--- src/rtl/chess_pkg.sv ---
// chess_pkg -- definitions shared by the chess display path (board_state,
// board_move_check, screen_gen).
//   piece_t   : 4-bit piece code. 0..5 are white P N B R Q K, 6..11 are the
//               same pieces for black, and any code >= 12 is an empty square.
//   square_t  : 6-bit square index {row[5:3], col[2:0]}.
//   board_t   : packed 8x8 piece map, indexed board[row][col].
//   state_t   : move sequencer FSM states.
//   START_POS : the start position. Black is on rows 0/1, white on rows 6/7.
package chess_pkg;

  typedef logic [3:0] piece_t;
  typedef logic [5:0] square_t;
  typedef piece_t [7:0][7:0] board_t;

  localparam piece_t W_PAWN   = 4'd0;
  localparam piece_t W_KNIGHT = 4'd1;
  localparam piece_t W_BISHOP = 4'd2;
  localparam piece_t W_ROOK   = 4'd3;
  localparam piece_t W_QUEEN  = 4'd4;
  localparam piece_t W_KING   = 4'd5;
  localparam piece_t B_PAWN   = 4'd6;
  localparam piece_t B_KNIGHT = 4'd7;
  localparam piece_t B_BISHOP = 4'd8;
  localparam piece_t B_ROOK   = 4'd9;
  localparam piece_t B_QUEEN  = 4'd10;
  localparam piece_t B_KING   = 4'd11;

  // The canonical empty code. Every code from FIRST_EMPTY upward also
  // counts as empty.
  localparam piece_t EMPTY_CODE  = 4'hF;
  localparam piece_t FIRST_EMPTY = 4'd12;
  localparam piece_t BLACK_BASE  = 4'd6;

  typedef enum logic [2:0] {
    IDLE,
    INIT_WAIT,
    MV_WAIT,
    CHECK,
    APPLY,
    DONE
  } state_t;

  function automatic logic is_empty(piece_t p);
    return p >= FIRST_EMPTY;
  endfunction

  // Only meaningful for an occupied square.
  function automatic logic is_black(piece_t p);
    return p >= BLACK_BASE;
  endfunction

  // White back rank, ordered from column 0 to column 7. The black back
  // rank uses the same order with BLACK_BASE added to each code.
  function automatic piece_t back_rank(logic [2:0] col);
    piece_t p;
    case (col)
      3'd0, 3'd7: p = W_ROOK;
      3'd1, 3'd6: p = W_KNIGHT;
      3'd2, 3'd5: p = W_BISHOP;
      3'd3:       p = W_QUEEN;
      default:    p = W_KING;
    endcase
    return p;
  endfunction

  function automatic board_t start_position();
    board_t b;
    for (int r = 0; r < 8; r++) begin
      for (int c = 0; c < 8; c++) begin
        b[3'(r)][3'(c)] = EMPTY_CODE;
      end
    end
    for (int c = 0; c < 8; c++) begin
      b[3'd0][3'(c)] = back_rank(3'(c)) + BLACK_BASE;
      b[3'd1][3'(c)] = B_PAWN;
      b[3'd6][3'(c)] = W_PAWN;
      b[3'd7][3'(c)] = back_rank(3'(c));
    end
    return b;
  endfunction

  localparam board_t START_POS = start_position();

endpackage

--- src/rtl/board_state_if.sv ---
// board_state_if -- move and new-game handshake between the game controller
// (master) and board_state (slave).
//   new_game : level request to reload the start position
//   mv_valid : move request valid
//   mv_ready : board_state can accept a move
//   mv_from  : source square {row, col}
//   mv_to    : destination square {row, col}
//   mv_done  : one-cycle pulse when a move request completes
//   mv_err   : qualifies mv_done; the move was rejected and the board is unchanged
interface board_state_if;
  import chess_pkg::*;

  logic    new_game;
  logic    mv_valid;
  logic    mv_ready;
  square_t mv_from;
  square_t mv_to;
  logic    mv_done;
  logic    mv_err;

  modport master (
    output new_game, mv_valid, mv_from, mv_to,
    input  mv_ready, mv_done, mv_err
  );

  modport slave (
    input  new_game, mv_valid, mv_from, mv_to,
    output mv_ready, mv_done, mv_err
  );

endinterface

--- src/rtl/board_move_check.sv ---
// board_move_check -- combinational accept/reject decision for a single move.
//   src_piece    : piece on the source square
//   dst_piece    : piece on the destination square
//   same_square  : source and destination are the same square
//   side_to_move : 0 = white, 1 = black
//   reject       : the move breaks an occupancy or colour rule
//   capture      : the destination is occupied. This port exists only when
//                  BOARD_CAPTURE_TRACK_EN is defined.
// Chess legality is the game controller's job. Only the occupancy and colour
// rules are checked here.
module board_move_check
  import chess_pkg::*;
(
  input  piece_t src_piece,
  input  piece_t dst_piece,
  input  logic   same_square,
  input  logic   side_to_move,
  output logic   reject
`ifdef BOARD_CAPTURE_TRACK_EN
  ,
  output logic   capture
`endif
);

  // A move is rejected if any of these hold: the source is empty, the move
  // does not change square, the mover belongs to the wrong side, or the
  // destination holds one of the mover's own pieces.
  always_comb begin
    reject = is_empty(src_piece)
           | same_square
           | (is_black(src_piece) != side_to_move)
           | (!is_empty(dst_piece) && (is_black(dst_piece) == side_to_move));
  end

`ifdef BOARD_CAPTURE_TRACK_EN
  // An accepted move onto an occupied square can only land on an
  // opposing piece, so occupancy alone marks a capture.
  always_comb begin
    capture = !is_empty(dst_piece);
  end
`endif

endmodule

--- src/rtl/board_state.sv ---
// board_state -- authoritative 8x8 piece map and move sequencer for the chess
// display path. Every board update is committed during vertical blanking, so
// a frame never shows a half-applied move.
//   vga_clk      : single clock
//   reset_n      : synchronous, active-low reset
//   vcount       : current VGA line. Blanking is vcount >= SCREEN_HEIGHT.
//   mv           : board_state_if.slave, the move and new-game handshake
//   side_to_move : 0 = white, 1 = black
//   move_count   : count of accepted moves, saturating at 1023
//   board        : registered piece map, board[row][col]
//   white_caps / black_caps : capture counters, saturating at 15
// Optional feature: define BOARD_CAPTURE_TRACK_EN to build the capture
// counters. Without it both counters are tied to zero.
module board_state
  import chess_pkg::*;
#(
  parameter int unsigned SCREEN_HEIGHT = 480
) (
  input  logic               vga_clk,
  input  logic               reset_n,
  input  logic [9:0]         vcount,
  board_state_if.slave       mv,
  output logic               side_to_move,
  output logic [9:0]         move_count,
  output board_t             board,
  output logic [3:0]         white_caps,
  output logic [3:0]         black_caps
);

  localparam logic [9:0] BLANK_LINE = 10'(SCREEN_HEIGHT);

  state_t  state, state_next;
  square_t from_q, to_q;
  logic    err_q;
  logic    blank;
  logic    accept;
  logic    init_load;
  logic    reject;
  piece_t  src_piece, dst_piece;

  assign blank     = vcount >= BLANK_LINE;
  assign accept    = mv.mv_ready & mv.mv_valid;
  assign init_load = (state == INIT_WAIT) && blank;
  assign src_piece = board[from_q[5:3]][from_q[2:0]];
  assign dst_piece = board[to_q[5:3]][to_q[2:0]];

`ifdef BOARD_CAPTURE_TRACK_EN
  logic capture;
`endif

  board_move_check u_move_check (
    .src_piece    (src_piece),
    .dst_piece    (dst_piece),
    .same_square  (from_q == to_q),
    .side_to_move (side_to_move),
    .reject       (reject)
`ifdef BOARD_CAPTURE_TRACK_EN
    ,
    .capture      (capture)
`endif
  );

  // Next-state and handshake outputs. new_game takes priority in IDLE and
  // drops mv_ready in the same cycle, so a move presented together with it
  // is never accepted.
  always_comb begin
    state_next  = state;
    mv.mv_ready = 1'b0;
    mv.mv_done  = 1'b0;
    mv.mv_err   = 1'b0;
    unique case (state)
      IDLE: begin
        if (mv.new_game) begin
          state_next = INIT_WAIT;
        end else begin
          mv.mv_ready = 1'b1;
          if (mv.mv_valid) state_next = MV_WAIT;
        end
      end
      INIT_WAIT: if (blank) state_next = IDLE;
      MV_WAIT:   if (blank) state_next = CHECK;
      CHECK:     state_next = reject ? DONE : APPLY;
      APPLY:     state_next = DONE;
      DONE: begin
        mv.mv_done = 1'b1;
        mv.mv_err  = err_q;
        state_next = IDLE;
      end
      default:   state_next = IDLE;
    endcase
  end

  // State register, latched request, and the board itself. The board is
  // written only in INIT_WAIT and APPLY, and both are reached only during
  // blanking. CHECK and APPLY each take one cycle, so a write always lands
  // inside the blank.
  always_ff @(posedge vga_clk) begin
    if (!reset_n) begin
      state        <= IDLE;
      from_q       <= '0;
      to_q         <= '0;
      err_q        <= 1'b0;
      board        <= START_POS;
      side_to_move <= 1'b0;
      move_count   <= '0;
    end else begin
      state <= state_next;
      if (accept) begin
        from_q <= mv.mv_from;
        to_q   <= mv.mv_to;
      end
      if (state == CHECK) err_q <= reject;
      if (init_load) begin
        board        <= START_POS;
        side_to_move <= 1'b0;
        move_count   <= '0;
      end
      if (state == APPLY) begin
        board[to_q[5:3]][to_q[2:0]]     <= src_piece;
        board[from_q[5:3]][from_q[2:0]] <= EMPTY_CODE;
        side_to_move                    <= ~side_to_move;
        if (move_count != 10'h3FF) move_count <= move_count + 10'd1;
      end
    end
  end

`ifdef BOARD_CAPTURE_TRACK_EN
  // Capture counters are credited to the side that made the capture and
  // saturate at 15. A new game clears them.
  always_ff @(posedge vga_clk) begin
    if (!reset_n || init_load) begin
      white_caps <= '0;
      black_caps <= '0;
    end else if ((state == APPLY) && capture) begin
      if (!side_to_move) begin
        if (white_caps != 4'hF) white_caps <= white_caps + 4'd1;
      end else begin
        if (black_caps != 4'hF) black_caps <= black_caps + 4'd1;
      end
    end
  end
`else
  assign white_caps = 4'd0;
  assign black_caps = 4'd0;
`endif

endmodule

--- src/flat_wrapper.sv ---
// flat-port wrapper written by rule: the top's interface ports become plain ports
module board_state_flat import chess_pkg::*;
#(
  parameter int unsigned SCREEN_HEIGHT = 480
)
  (vga_clk, reset_n, vcount, side_to_move, move_count, board, white_caps, black_caps, mv_new_game, mv_mv_valid, mv_mv_from, mv_mv_to, mv_mv_ready, mv_mv_done, mv_mv_err);
  board_state_if mv_i ();
  input  logic vga_clk;
  input  logic reset_n;
  input  logic [9:0] vcount;
  output logic side_to_move;
  output logic [9:0] move_count;
  output board_t board;
  output logic [3:0] white_caps;
  output logic [3:0] black_caps;
  input wire logic [$bits(mv_i.new_game)-1:0] mv_new_game;
  input wire logic [$bits(mv_i.mv_valid)-1:0] mv_mv_valid;
  input wire logic [$bits(mv_i.mv_from)-1:0] mv_mv_from;
  input wire logic [$bits(mv_i.mv_to)-1:0] mv_mv_to;
  output wire logic [$bits(mv_i.mv_ready)-1:0] mv_mv_ready;
  output wire logic [$bits(mv_i.mv_done)-1:0] mv_mv_done;
  output wire logic [$bits(mv_i.mv_err)-1:0] mv_mv_err;
  assign mv_i.new_game = mv_new_game;
  assign mv_i.mv_valid = mv_mv_valid;
  assign mv_i.mv_from = mv_mv_from;
  assign mv_i.mv_to = mv_mv_to;
  assign mv_mv_ready = mv_i.mv_ready;
  assign mv_mv_done = mv_i.mv_done;
  assign mv_mv_err = mv_i.mv_err;
  board_state #(.SCREEN_HEIGHT(SCREEN_HEIGHT)) u_core (.vga_clk(vga_clk), .reset_n(reset_n), .vcount(vcount), .mv(mv_i), .side_to_move(side_to_move), .move_count(move_count), .board(board), .white_caps(white_caps), .black_caps(black_caps));
endmodule
--- config.mk ---
export PLATFORM = sky130hd
export DESIGN_NAME = board_state_flat
export DESIGN_NICKNAME = d
export VERILOG_FILES = /design/src/rtl/chess_pkg.sv /design/src/rtl/board_state_if.sv /design/src/rtl/board_move_check.sv /design/src/rtl/board_state.sv /design/src/flat_wrapper.sv
export SDC_FILE = /design/constraint.sdc
export NUM_CORES = 1
export LEC_CHECK = 0
export BUFFER_PORTS_ARGS = -buffer_cell sky130_fd_sc_hd__buf_2
export CAP_MARGIN = 15
export CORE_MARGIN = 3
export CORE_UTILIZATION = 37
export DETAILED_ROUTE_END_ITERATION = 8
export SYNTH_ARGS = -nofsm -noshare
export SYNTH_HDL_FRONTEND = slang
export SYNTH_SLANG_ARGS = --single-unit
--- constraint.sdc ---
create_clock -name vga_clk -period 2.9 [get_ports vga_clk]
set_input_delay 0.29 -clock vga_clk [delete_from_list [all_inputs] [get_ports vga_clk]]
set_output_delay 0.29 -clock vga_clk [all_outputs]
set_load 0.02 [all_outputs]
# Word-level counts from Yosys, hierarchy flattened
# Cells that the tools add are included.
dict set report totals {
  regBits 283
  input_bits 26
  out_inout_bits 278
  word_cells 148
}
dict set report classes {
  add_sub_neg 1
  order_cmp 13
  n_eq_ne 12
  muxes 36
  bitwise 6
  reduce_logical 10
}
# cell count
set op_table {}
lappend op_table {{$mux 256} 4}
lappend op_table {{$bwmux 256} 1}
lappend op_table {{$or 256x256->256} 1}
lappend op_table {{$bmux 32 s3} 2}
lappend op_table {{$demux 32 s3} 2}
lappend op_table {{$mux 32} 4}
lappend op_table {{$mux 10} 3}
lappend op_table {{$bmux 4 s3} 2}
lappend op_table {{$demux 4 s3} 2}
lappend op_table {{$lt 3x4->1 const B} 4}
lappend op_table {{$mux 4} 4}
lappend op_table {{$pmux 3 s5} 1}
lappend op_table {{$ge 3x1->1 const B} 4}
lappend op_table {{$mux 3} 4}
lappend op_table {{$add 10x1->10 const B} 1}
lappend op_table {{$ge 10x9->1 const B} 1}
lappend op_table {{$ne 10x10->1 const B} 1}
lappend op_table {{$ge 4x3->1 const B} 2}
lappend op_table {{$ge 4x4->1 const B} 2}
lappend op_table {{$mux 1} 7}
lappend op_table {{$eq 3x2->1 const B} 2}
lappend op_table {{$eq 3x3->1 const B} 2}
lappend op_table {{$eq 6x6->1} 1}
lappend op_table {{$logic_and 1x1->1} 6}
lappend op_table {{12 further kinds} 15}

# Longest topological paths before layout
dict set report depth {
  depth_word 10
  mapped_depth 13
}

# Hierarchy
# A second synthesis with hierarchy kept.
dict set report hier_totals {
  cells_unflattened 2128
  hier_area_um2 17599.4
}
# module instances cells_per_inst area_each_um2 seq_area_each_um2
set by_module_without_submodules {}
lappend by_module_without_submodules {board_state 1 2119 17531.8 5665.4}
lappend by_module_without_submodules {board_move_check 1 9 67.6 0.0}

# Least setup slack after synthesis
# OpenSTA, ideal clock, no wires.
dict set report synth_timing {
  path_type {reg2reg}
  startpoint {register u_core.from_q[3]}
  endpoint {register u_core.state[0]}
  setup_time_ns 0.129
  arrival_time_ns 2.417
  setup_slack_ns 0.354
  stages_incl_launch_ff 12
  path_buffers 3
  synth_period_minus_slack_ns 2.546
  cell_sequence {dfxtp_1 -> buf_6 -> buf_6 -> mux4_2 -> a32oi_1 -> o21ai_1 -> nor4_2 -> buf_4 -> a31oi_1 -> nand4bb_1 -> o221ai_1 -> o22ai_1}
}
dict set report synth_via {
  elab_chain_cells 10
  elab_cells_between_ends 13
  classes_between {2 x order compare; 2 x eq/ne; 6 x mux; 3 x bitwise}
}
# element line_no
set synth_rtl {}
lappend synth_rtl {{start, declared} board_state.sv:33} ;# square_t from_q, to_q;
lappend synth_rtl {{start signal, assigned} board_state.sv:109} ;# from_q <= mv.mv_from;
lappend synth_rtl {{$bmux 32 s3} board_state.sv:44} ;# assign src_piece = board[from_q[5:3]][from_q[2:0]];
lappend synth_rtl {{$mux 32 (not written as such)} board_state.sv:44}
lappend synth_rtl {{$bmux 4 s3} board_state.sv:44}
lappend synth_rtl {{$mux 4 (not written as such)} board_state.sv:44}
lappend synth_rtl {{$ge 4x4->1 / $ge 4x3->1 (equally long branches)} {chess_pkg.sv:44, chess_pkg.sv:49}}
lappend synth_rtl {{$or 1x1->1 / $ne 1x1->1 (equally long branches)} {board_move_check.sv:30, board_move_check.sv:31}}
lappend synth_rtl {{$or 1x1->1 (*)} board_move_check.sv:31} ;# | (is_black(src_piece) != side_to_move)
lappend synth_rtl {{$or 1x1->1 (*)} board_move_check.sv:32} ;# | (!is_empty(dst_piece) && (is_black(dst_piece) == side_to_move));
lappend synth_rtl {{$mux 1 (*)} board_state.sv:82} ;# CHECK: state_next = reject ? DONE : APPLY;
lappend synth_rtl {{$pmux 3 s5 (*)} board_state.sv:71} ;# unique case (state)
lappend synth_rtl {{end signal, assigned} board_state.sv:107} ;# state <= state_next;
lappend synth_rtl {{end, declared} board_state.sv:32} ;# state_t state, state_next;
# Mark *: on every way between the ends. The rest lies on a longest branch, timed or not. The select of a mux whose other input is x is not followed.
# A chain may end at the register's enable or synchronous reset.

# Worst setup path after layout
dict set report layout_timing {
  startpoint {register u_core.to_q[5]}
  endpoint {register u_core.state[0]}
}
dict set report layout_via {
  elab_chain_cells 10
  elab_cells_between_ends 15
  classes_between {2 x order compare; 2 x eq/ne; 6 x mux; 3 x bitwise; 2 x reduce/logical}
}
# element line_no
set layout_rtl {}
lappend layout_rtl {{start, declared} board_state.sv:33}
lappend layout_rtl {{start signal, assigned} board_state.sv:110} ;# to_q <= mv.mv_to;
lappend layout_rtl {{$bmux 32 s3} board_state.sv:45} ;# assign dst_piece = board[to_q[5:3]][to_q[2:0]];
lappend layout_rtl {{$mux 32 (not written as such)} board_state.sv:45}
lappend layout_rtl {{$bmux 4 s3} board_state.sv:45}
lappend layout_rtl {{$mux 4 (not written as such)} board_state.sv:45}
lappend layout_rtl {{$ge 4x3->1 / $ge 4x4->1 (equally long branches)} {chess_pkg.sv:49, chess_pkg.sv:44}}
lappend layout_rtl {{$eq 1x1->1 / $logic_not 1->1 (equally long branches)} board_move_check.sv:32}
lappend layout_rtl {{$logic_and 1x1->1} board_move_check.sv:32}
lappend layout_rtl {{$or 1x1->1 (*)} board_move_check.sv:32}
lappend layout_rtl {{$mux 1 (*)} board_state.sv:82}
lappend layout_rtl {{$pmux 3 s5 (*)} board_state.sv:71}
# Marked as above.

==> flow_summary_export.csv <==
group,metric,value,unit
outcome,run_status,"complete, but fails checks",
outcome,violations,"negative setup slack",
detailed_routing,wire_length_per_cell_after_detailed_routing,31.9,um
clock_network,tritoncts.num_buffers,31,
detailed_routing,via_per_inst,6.43,
logic_synthesis,synth_cell_type_count,78,
setup_path,worst-endpoint-arrival,3.46,ns
global_route,number_of_global_route_vias_before_repair,18100,
logic_synthesis,postSynthRegisterBits,283,
die,fp.dieW,216,um
die,floorplan.die_area,0.0467,sq mm
die,floorplan.die.height,216,um
setup_path,worst-path-max-fanout,13,
setup_path,worstSetupEndpointType,"flop",
worst_hold_path,worstHoldPathType,"input pin to flop",
global_route,global_route.usage.total,39.2,%
clock_network,clk_latency,0.59,ns
global_route,global_route_wire_length_before_repair,134000,um
placement,detailedPlacementHpwl,73300,um
power_and_ir_drop,share_seq_of_total_power,34.7,%
sta,finClkSkew,0.0216,ns
setup_path,cp_cell_sequence,"buf_12 > buf_4 > and3b_1 > buf_4 > a21oi_1 > and3_1 > nor3_1 > nor4_4 > buf_4 > or2_2 > o221ai_4 > o22ai_1",
power_and_ir_drop,switching_share,31.7,%
global_route,grt_start_max_net_pins,115,
power_and_ir_drop,power.clock.fraction,38.0,%
detailed_routing,total_wire_length_after_detailed_routing,99800,um
power_and_ir_drop,total_power_per_unit_cell_area,490,mW/mm^2
power_and_ir_drop,comb_power_share,27.3,%
sta,fmax,333,MHz
detailed_routing,dr_total_vias,20100,
logic_synthesis,yosysTopAreaCellShare,34.7,%
detailed_routing,first_pass_iters,9,
detailed_routing,detail-route-antenna-nets,0,
clock_network,clock-sinks,283,
logic_synthesis,synth.yosys.warnings,0,
die,start_util,37.7,%
sta,timing_worst_slew_pin_value,0.812,ns
logic_synthesis,synth.most_common_cell,"sky130_fd_sc_hd__dfxtp_1",
setup_path,timing.critical_path.slowest_stage_cell,"sky130_fd_sc_hd__nor3_1",
die,boundaryPins,304,
global_route,antenna_violations_before_repair,8,
sta,post-route-period-util,104,%
clock_network,cts.clk_slew.worst_paths,0.07,ns
power_and_ir_drop,netSwitchingPower,3.63,mW
clock_network,clock_tree_buf_depth,3,
sta,final.min_clock_period,3.00,ns
final_layout,final_design_utilization,53.8,%
clock_network,htree_levels,1,
flow_run,maxCapViolations,0,
die,core_region_area,0.0434,sq mm
logic_synthesis,synth.top_cells.by_area,"sky130_fd_sc_hd__dfxtp_1 35%, sky130_fd_sc_hd__o21a_1 9.6%, sky130_fd_sc_hd__nand3_1 7.1%",
logic_synthesis,synth_enable_flop_cells,0,
die,rows,76,
sta,slew_violations,0,
final_layout,finish.net_count,2546,
detailed_routing,drtIter0Drc,2576,
logic_synthesis,syn_avg_cell_area,8.21,sq um
setup_path,timing.critical_path.slowest_cell_delay,0.40,ns
setup_path,critPathKind,"flop to flop",
power_and_ir_drop,finalPower,11.4,mW
logic_synthesis,yosys.area.top_type,"sky130_fd_sc_hd__dfxtp_1",
detailed_routing,route.detailed.drc,0,
sta,setup_ws_final,-0.104,ns
logic_synthesis,asyncSetResetFlopFracSynth,0,%
clock_network,clock_tree_from_tritoncts,"yes",
setup_path,worst_ep_required_time,3.36,ns
global_route,grt_remaining_overflow,0,
sta,report.final.hold_viol_count,0,
power_and_ir_drop,vdd.ir_drop.worst,0.374,mV
logic_synthesis,syn_inst_count,1990,
logic_synthesis,synth_common_cells,"283 x sky130_fd_sc_hd__dfxtp_1, 233 x sky130_fd_sc_hd__nand3_1, 212 x sky130_fd_sc_hd__o21ai_0",
placement,numPortBuffers,290,
final_layout,area_delta_synth_final,42.8,%
setup_path,crit_top_cell,"sky130_fd_sc_hd__buf_4",
logic_synthesis,mapped_cell_area,0.0163,sq mm
placement,gp_congestion,1.01,
power_and_ir_drop,static-leakage-power,9.28,nW
sta,slew_headroom,45.9,%
final_layout,final_layout_size_suffix_gt1_share,36.0,%
logic_synthesis,synth_flop_cell,"sky130_fd_sc_hd__dfxtp_1",
sta,grt_setup_unrepaired,"true",
power_and_ir_drop,power_report.internal_total,7.80,mW
setup_path,worstSetupStartpointType,"flop",
sta,setup_viol,98,
logic_synthesis,synth-seq-area-share,34.7,%
setup_path,largest_delay_contributor_family_on_the_critical_path,"simple AND/OR/NAND/NOR gates",
clock_network,clk_root_buffer_cell,"sky130_fd_sc_hd__clkbuf_16",
setup_path,cp_num_buf_inv,4,
==> cell type report <==
cell class                 count  area, sq um
fill                        4163        20000
multi-input combinational   1528        10500
sequential                   283         5680
timing repair buffer         665         5210
clock buffer                  45          950
tap                          585          732
clock inverter                11          159
inverter                      10         41.3
antenna                        1         2.50
==> power by group through the flow <==
stage | Clock (mW) | Combinational (mW) | Sequential [mW]
global route | 4.51 | 3.15 | 3.96
global placement | 0 | 2.17 | 4.05
finish | 4.34 | 3.12 | 3.96
CTS | 4.33 | 2.35 | 3.96
floorplan | 0 | 1.05 | 4.01
detailed placement | 0 | 2.17 | 4.06
==> worst paths after layout <==
path,depth (start not counted),from,slack (ns),endpoint
worst max-delay path,12,u_core.to_q[5],-0.10,u_core.state[0]
worst min-delay path,3,mv_mv_from[3],0.01,u_core.from_q[3]
worst max register to register,12,u_core.to_q[5],-0.10,u_core.state[0]
worst min register to register,2,u_core.err_q,0.47,u_core.err_q
==> what timing repair did <==
item                                    CTS  global route
endpoints found under the hold margin     5             0
hold buffers                              5             0
pin swaps                                 6            65
setup buffers                            17            16
endpoints found under the setup margin  257           230
cloned                                    1            17
resized for setup                        49           241
==> registers in the layout, indices dropped and copies added (netlist names) <==
name	flops
u_core.board	256
u_core.err_q	1
u_core.from_q	6
u_core.move_count	10
u_core.side_to_move	1
u_core.state	3
u_core.to_q	6
==> cells in the final DEF, fill, tap and decap left out, types with 33 or more instances in the layout <==
| cell | n |
|---|---|
| sky130_fd_sc_hd__nand3_1 | 233 |
| sky130_fd_sc_hd__buf_4 | 279 |
| sky130_fd_sc_hd__o21ai_0 | 113 |
| sky130_fd_sc_hd__clkbuf_16 | 45 |
| sky130_fd_sc_hd__mux2i_1 | 44 |
| sky130_fd_sc_hd__a221oi_1 | 33 |
| sky130_fd_sc_hd__o21ai_1 | 61 |
| sky130_fd_sc_hd__nor2_1 | 110 |
| sky130_fd_sc_hd__mux4_2 | 34 |
| sky130_fd_sc_hd__a21oi_1 | 44 |
| sky130_fd_sc_hd__dfxtp_1 | 278 |
| sky130_fd_sc_hd__buf_12 | 42 |
| sky130_fd_sc_hd__buf_2 | 289 |
| sky130_fd_sc_hd__o21ai_2 | 45 |
| sky130_fd_sc_hd__nand2_1 | 182 |
| sky130_fd_sc_hd__o21a_1 | 209 |
==> through the flow <==
step / hold slack (ns) / worst slack, ns / instances / area, sq um / TNS, ns
4_1_cts: 0.00327 / -0.0223 / 3098 / 22200 / -0.0663
5_1_grt: 0.0346 / -0.122 / 3127 / 23300 / -3.85
3_3_place_gp: 0.457 / -0.364 / 3019 / 20600 / -33.02
3_5_place_dp: 0.460 / -0.357 / 3019 / 20600 / -40.41
2_1_floorplan: 0.435 / 0.354 / 1997 / 16400 / 0
6_report: 0.0135 / -0.104 / 3128 / 23300 / -2.65
==> worst min-delay path, delay by kind of cell <==
family | cells | cell delay, ns
compound gates | 1 | 0.08
buf+inv | 1 | 0.10
simple gates | 1 | 0.07
==> layer usage <==
metal | vias up | share of wire [%] | track usage (%) | routed length [um]
li1 | 8502 | - | - | -
met1 | 9851 | 40 | 55.3 | 40100
met2 | 1448 | 42 | 58.1 | 41600
met3 | 318 | 14 | 10.2 | 13500
met4 | 8 | 4.5 | 13.4 | 4520
met5 | - | 0.068 | 0 | 68
==> logic make-up (layout without fill, tap and decap cells) <==
| logic type | count (synthesis) | after routing | synth area share [%] |
|---|---|---|---|
| buffers and inverters | 186 | 731 | 5.20 |
| adder cells (fa/ha/maj) | 1 | 1 | 0.0766 |
| XOR/XNOR | 8 | 8 | 0.429 |
| AND/OR/NAND/NOR | 696 | 696 | 21.1 |
| other | 1 | 9 | 0.0230 |
| multiplexers | 108 | 108 | 9.41 |
| AO/OA/AOI/OAI | 707 | 707 | 29.1 |
| flip-flops | 283 | 283 | 34.7 |
No activity file was read; power rests on OpenSTA's default activity.
